<file path="src/rtl/serial_adder_if.sv">
// Operand/result handshake bundle for serial_adder: producer drives operands,
// consumer takes sum/cout/ovf once out_valid is seen.
interface serial_adder_if #(
  parameter int WIDTH = 8
);
  logic             in_valid;
  logic             in_ready;
  logic [WIDTH-1:0] a;
  logic [WIDTH-1:0] b;
  logic             cin;
  logic             out_valid;
  logic             out_ready;
  logic [WIDTH-1:0] sum;
  logic             cout;
  logic             ovf;
  logic             busy;

  modport master (
    output in_valid, a, b, cin, out_ready,
    input  in_ready, out_valid, sum, cout, ovf, busy
  );

  modport slave (
    input  in_valid, a, b, cin, out_ready,
    output in_ready, out_valid, sum, cout, ovf, busy
  );
endinterface

</file>
<file path="src/rtl/serial_adder.sv">
// Multi-cycle adder: A + B + CIN over WIDTH bits, STEP bits per clock through one
// rippled STEP-bit full-adder slice, with valid/ready handshake and signed overflow.
module serial_adder #(
  parameter int WIDTH = 8,
  parameter int STEP  = 1
) (
  input  logic          clk,
  input  logic          rst,
  serial_adder_if.slave bus
);
  localparam int NSTEP = WIDTH / STEP;
  localparam int CNT_W = $clog2(NSTEP + 1);

  typedef enum logic [1:0] {IDLE, RUN, DONE} state_t;

  state_t           state_reg, state_next;
  logic [WIDTH-1:0] a_reg, b_reg, sum_reg;
  logic [WIDTH-1:0] a_next, b_next;
  logic             carry_reg, cout_reg, ovf_reg;
  logic [CNT_W-1:0] cnt_reg;
  logic [STEP-1:0]  slice_s;
  logic [STEP:0]    chain;
  logic             in_ready, accept, last_step;

  // One STEP-bit slice; chain[STEP-1] is the carry into the slice MSB.
  assign chain[0] = carry_reg;
  generate
    for (genvar gi = 0; gi < STEP; gi++) begin : g_fa
      assign slice_s[gi]   = a_reg[gi] ^ b_reg[gi] ^ chain[gi];
      assign chain[gi + 1] = (a_reg[gi] & b_reg[gi]) | (chain[gi] & (a_reg[gi] ^ b_reg[gi]));
    end
  endgenerate

  // Result bits fill the vacated top of the A shift register, so after NSTEP
  // steps a_reg holds the complete sum.
  generate
    if (STEP == WIDTH) begin : g_full
      assign a_next = slice_s;
    end else begin : g_part
      assign a_next = {slice_s, a_reg[WIDTH-1:STEP]};
    end
  endgenerate
  assign b_next = b_reg >> STEP;

  assign in_ready  = (state_reg == IDLE) && !rst;
  assign accept    = bus.in_valid && in_ready;
  assign last_step = (state_reg == RUN) && (cnt_reg == CNT_W'(NSTEP - 1));

  always_ff @(posedge clk) begin
    if (rst) state_reg <= IDLE;
    else     state_reg <= state_next;
  end

  always_comb begin
    state_next = state_reg;
    case (state_reg)
      IDLE:    if (accept)        state_next = RUN;
      RUN:     if (last_step)     state_next = DONE;
      DONE:    if (bus.out_ready) state_next = IDLE;
      default:                    state_next = IDLE;
    endcase
  end

  always_ff @(posedge clk) begin
    if (rst) begin
      a_reg     <= '0;
      b_reg     <= '0;
      carry_reg <= 1'b0;
      cnt_reg   <= '0;
      sum_reg   <= '0;
      cout_reg  <= 1'b0;
      ovf_reg   <= 1'b0;
    end else begin
      if (accept) begin
        a_reg     <= bus.a;
        b_reg     <= bus.b;
        carry_reg <= bus.cin;
        cnt_reg   <= '0;
      end else if (state_reg == RUN) begin
        a_reg     <= a_next;
        b_reg     <= b_next;
        carry_reg <= chain[STEP];
        if (!last_step) cnt_reg <= cnt_reg + CNT_W'(1);
      end
      if (last_step) begin
        sum_reg  <= a_next;
        cout_reg <= chain[STEP];
        ovf_reg  <= chain[STEP] ^ chain[STEP-1];
      end
    end
  end

  assign bus.in_ready  = in_ready;
  assign bus.out_valid = (state_reg == DONE);
  assign bus.busy      = (state_reg != IDLE);
  assign bus.sum       = sum_reg;
  assign bus.cout      = cout_reg;
  assign bus.ovf       = ovf_reg;
endmodule
</file>
<file path="src/flat_wrapper.sv">
// flat-port wrapper written by rule: the top's interface ports become plain ports
module serial_adder_flat 
#(
  parameter int WIDTH = 8,
  parameter int STEP  = 1
)
  (clk, rst, bus_in_valid, bus_a, bus_b, bus_cin, bus_out_ready, bus_in_ready, bus_out_valid, bus_sum, bus_cout, bus_ovf, bus_busy);
  serial_adder_if #(.WIDTH(WIDTH)) bus_i ();
  input  logic clk;
  input  logic rst;
  input wire logic [$bits(bus_i.in_valid)-1:0] bus_in_valid;
  input wire logic [$bits(bus_i.a)-1:0] bus_a;
  input wire logic [$bits(bus_i.b)-1:0] bus_b;
  input wire logic [$bits(bus_i.cin)-1:0] bus_cin;
  input wire logic [$bits(bus_i.out_ready)-1:0] bus_out_ready;
  output wire logic [$bits(bus_i.in_ready)-1:0] bus_in_ready;
  output wire logic [$bits(bus_i.out_valid)-1:0] bus_out_valid;
  output wire logic [$bits(bus_i.sum)-1:0] bus_sum;
  output wire logic [$bits(bus_i.cout)-1:0] bus_cout;
  output wire logic [$bits(bus_i.ovf)-1:0] bus_ovf;
  output wire logic [$bits(bus_i.busy)-1:0] bus_busy;
  assign bus_i.in_valid = bus_in_valid;
  assign bus_i.a = bus_a;
  assign bus_i.b = bus_b;
  assign bus_i.cin = bus_cin;
  assign bus_i.out_ready = bus_out_ready;
  assign bus_in_ready = bus_i.in_ready;
  assign bus_out_valid = bus_i.out_valid;
  assign bus_sum = bus_i.sum;
  assign bus_cout = bus_i.cout;
  assign bus_ovf = bus_i.ovf;
  assign bus_busy = bus_i.busy;
  serial_adder #(.WIDTH(WIDTH), .STEP(STEP)) u_core (.clk(clk), .rst(rst), .bus(bus_i));
endmodule
</file>
<file path="config.mk">
export PLATFORM = sky130hd
export DESIGN_NAME = serial_adder_flat
export DESIGN_NICKNAME = d
export VERILOG_FILES = /design/src/rtl/serial_adder_if.sv /design/src/rtl/serial_adder.sv /design/src/flat_wrapper.sv
export SDC_FILE = /design/constraint.sdc
export NUM_CORES = 1
export LEC_CHECK = 0
export ABC_AREA = 1
export BUFFER_PORTS_ARGS = -buffer_cell sky130_fd_sc_hd__buf_2
export CAP_MARGIN = 20
export CORE_MARGIN = 2
export CORE_UTILIZATION = 30
export DETAILED_ROUTE_END_ITERATION = 8
export GPL_TIMING_DRIVEN = 0
export PLACE_DENSITY_LB_ADDON = 0.08
export RECOVER_POWER = 100
export SETUP_SLACK_MARGIN = 0.15
export SYNTH_ARGS = -nofsm -noshare
export SYNTH_HDL_FRONTEND = slang
export SYNTH_SLANG_ARGS = --single-unit
</file>
<file path="constraint.sdc">
create_clock -name clk -period 1.55 [get_ports clk]
set_clock_uncertainty 0.1 [all_clocks]
set_input_delay 0.2325 -clock clk [delete_from_list [all_inputs] [get_ports clk]]
set_output_delay 0.2325 -clock clk [all_outputs]
set_load 0.05 [all_outputs]
</file>
==> impl_metrics.ini <==
[outcome]
outcome = complete, but fails checks
violations = negative setup slack

[drt]
antenna_left = 0
wl_met3_um = 188
wl_um = 4361
m1WireLength_um = 2177
dr.pass1.iters = 4
dr.max_layer_used = met4
drt-vias-per-instance = 4.601
vias = 1670
drt_iter0_drc = 82
drc_errors = 0
avgRoutedWirePerCell_um = 12.01
route.met2.wl_um = 1923

[yosys]
yosys.area_share.adder_pct = 1.992
synth_flop_cell = dfxtp_1
async_flop_share_pct = 0
yosys.area.top_type = dfxtp_1
synth_seq_cells = 33
synthSimpleGateAreaFrac_pct = 35.02
synth_edf_count = 0
yosysUniqueCellTypes = 21
synth_compound_area_share_pct = 10.11
synth_top_family_by_area = simple AND/OR/NAND/NOR gates
ys_seq_area_share_pct = 40.46
netlist.area_leader.share_pct = 40.46
syn-num-nets = 261
synth_area_um2 = 1633
synthMuxAreaShare_pct = 0
ys_warn_count = 0
syn_inst = 238
synth_area_leaders = dfxtp_1 (40%), nand2_1 (14%), nand4_1 (6.9%)
synthXorXnorAreaFrac_pct = 0.5364
yosys.cell_count.top_type = nand2_1
synth_common_cells = nand2_1 (62), dfxtp_1 (33), inv_1 (24), nor2_1 (24), a21oi_1 (22)
avgSynthCellArea_um2 = 6.861

[grt]
grtUsageTotal_pct = 15.24
grt_pass1_wl_um = 7293
grt_pass1_vias = 1571
grt.overflow.total = 0
antenna_found_initial = 0
grt_max_degree = 12

[die]
fp.coreArea_um2 = 5172
dieArea_um2 = 6049
num_rows = 26
fp.dieW_um = 77.78
ios = 34
start_util_pct = 31.57
die_h_um = 77.78

[cells_and_area]
drive_gt1_share_pct = 29.01
antenna_cells = 0
final_cell_area_um2 = 2261
post-route-util_pct = 43.71
nFillCells = 547
layout.nets = 315
final_cells = 363
area_delta_synth_final_pct = 38.47

[power_and_ir_drop]
power.total_mw = 2.235
ir_drop_v = 0.0003362
p_leak_nw = 1.031
power_density_nw_per_um2 = 988.7

[clock_tree]
cts_made_buffers = 5
ctsRootBufferMaster = clkbuf_8
cts_tree = yes
cts_sinks = 33
cts.hold.buffers_added = 0
h-tree-depth = 2
cts_buffer_depth = 2
clk_latency_ns = 0.29
clk_pin_slew_ns = 0.07

[hold_path]
hold_path_class = input port to register

[worst_setup_path]
worstSetupEndpoint = bus_in_ready
worstReg2RegEnd = u_core.b_reg[3]
endpoint_kind = output port
crit_arrival_ns = 1.25
startpoint = u_core.state_reg[1]
start_kind = register
cp_max_fo = 2
r2r_slack_ns = 0.03
reg2reg_from = u_core.state_reg[1]
worstSetupPathType = register to output port
rr_worst_depth = 8
worstPathRequired_ns = 1.22

[placed_design]
placed_area_um2 = 1899
portBuffers = 32
dp.final_hpwl_um = 2844
globalplace.congestion = 0.7713
place_ws_ns = -0.08409
dp.cells = 340

[timing]
rsz0062_at_grt = yes
period_minus_slack_ns = 1.584
worst_pin_slew_ns = 0.6358
hold_viol = 0
timing.final.ws_setup_ns = -0.03405
drv_slew = 0
finalSetupViolCount = 2
max_freq_mhz = 631.3
period_share_pct = 102.2
holdWs_ns = 0.09204
finalSetupTns_ns = -0.03982
relSlewSlack_pct = 57.61

[run]
drv_cap = 0
==> where the power goes <==
group	switching [mW]	internal (mW)
Clock	0.336	0.639
Sequential	0.0299	0.885
Combinational	0.196	0.149
==> cells in the final DEF, fill, tap and decap left out, types with 5 or more instances in the layout <==
cell      count
buf_6         8
a21oi_2       5
nand2_1      61
nand4_1      18
clkbuf_1     10
nand3_1      16
clkbuf_8      5
buf_4        11
dfxtp_1      30
buf_2        23
inv_1        23
a21oi_1      17
nor2_1       22
o21ai_1       7
==> how the worst min path moves through the flow <==
stage,slack [ns],end,cells after the start,startpoint
global placement,0.36,u_core.bus.sum[1],2,u_core.bus.sum[1]
CTS,0.09,u_core.state_reg[1],4,bus_out_ready
global route,0.12,u_core.state_reg[1],4,bus_out_ready
floorplan,0.30,u_core.state_reg[1],3,bus_out_ready
finish,0.09,u_core.state_reg[1],4,bus_out_ready
detailed placement,0.37,u_core.bus.sum[4],2,u_core.bus.sum[4]
==> metal layers <==
layer | global-route usage, % | vias up
met2 | 23.62 | 39
met3 | 3.140 | 7
met4 | 6.429 | 0
met5 | 0 | -
li1 | - | 880
met1 | 20.46 | 744
==> kinds of logic after synthesis <==
group / after synthesis
adder cells (fa/ha/maj): 2
flip-flops: 33
AO/OA/AOI/OAI: 33
AND/OR/NAND/NOR: 127
buffers and inverters: 42
XOR/XNOR: 1
==> critical path: stages (launching register included) <==
cell        delay (ns)
dfxtp_4           0.35
nor2_4            0.15
buf_6             0.13
clkinvlp_4        0.09
nor2_4            0.08
buf_6             0.16
==> area by class of cell <==
cell class                      instances  area [um2]  share of cell area, %
Clock inverter                          3       65.06                  2.878
Timing Repair Buffer                   47       306.5                  13.56
Buffer                                 15       116.4                  5.147
Multi-Input combinational cell        163       839.6                  37.13
Tap cell                               70       87.58                  3.874
Sequential cell                        33       666.9                  29.50
Inverter                               27       110.1                  4.870
Clock buffer                            5       68.82                  3.044
==> what timing repair did <==
| item | CTS | global route |
|---|---|---|
| cloned | 0 | 1 |
| setup buffers | 8 | 6 |
| pin swaps | 3 | 4 |
| resized for setup | 25 | 28 |
| setup endpoints to repair | 36 | 36 |
| endpoints found under the hold margin | 0 | 0 |
(Power assumes the default switching activity.)
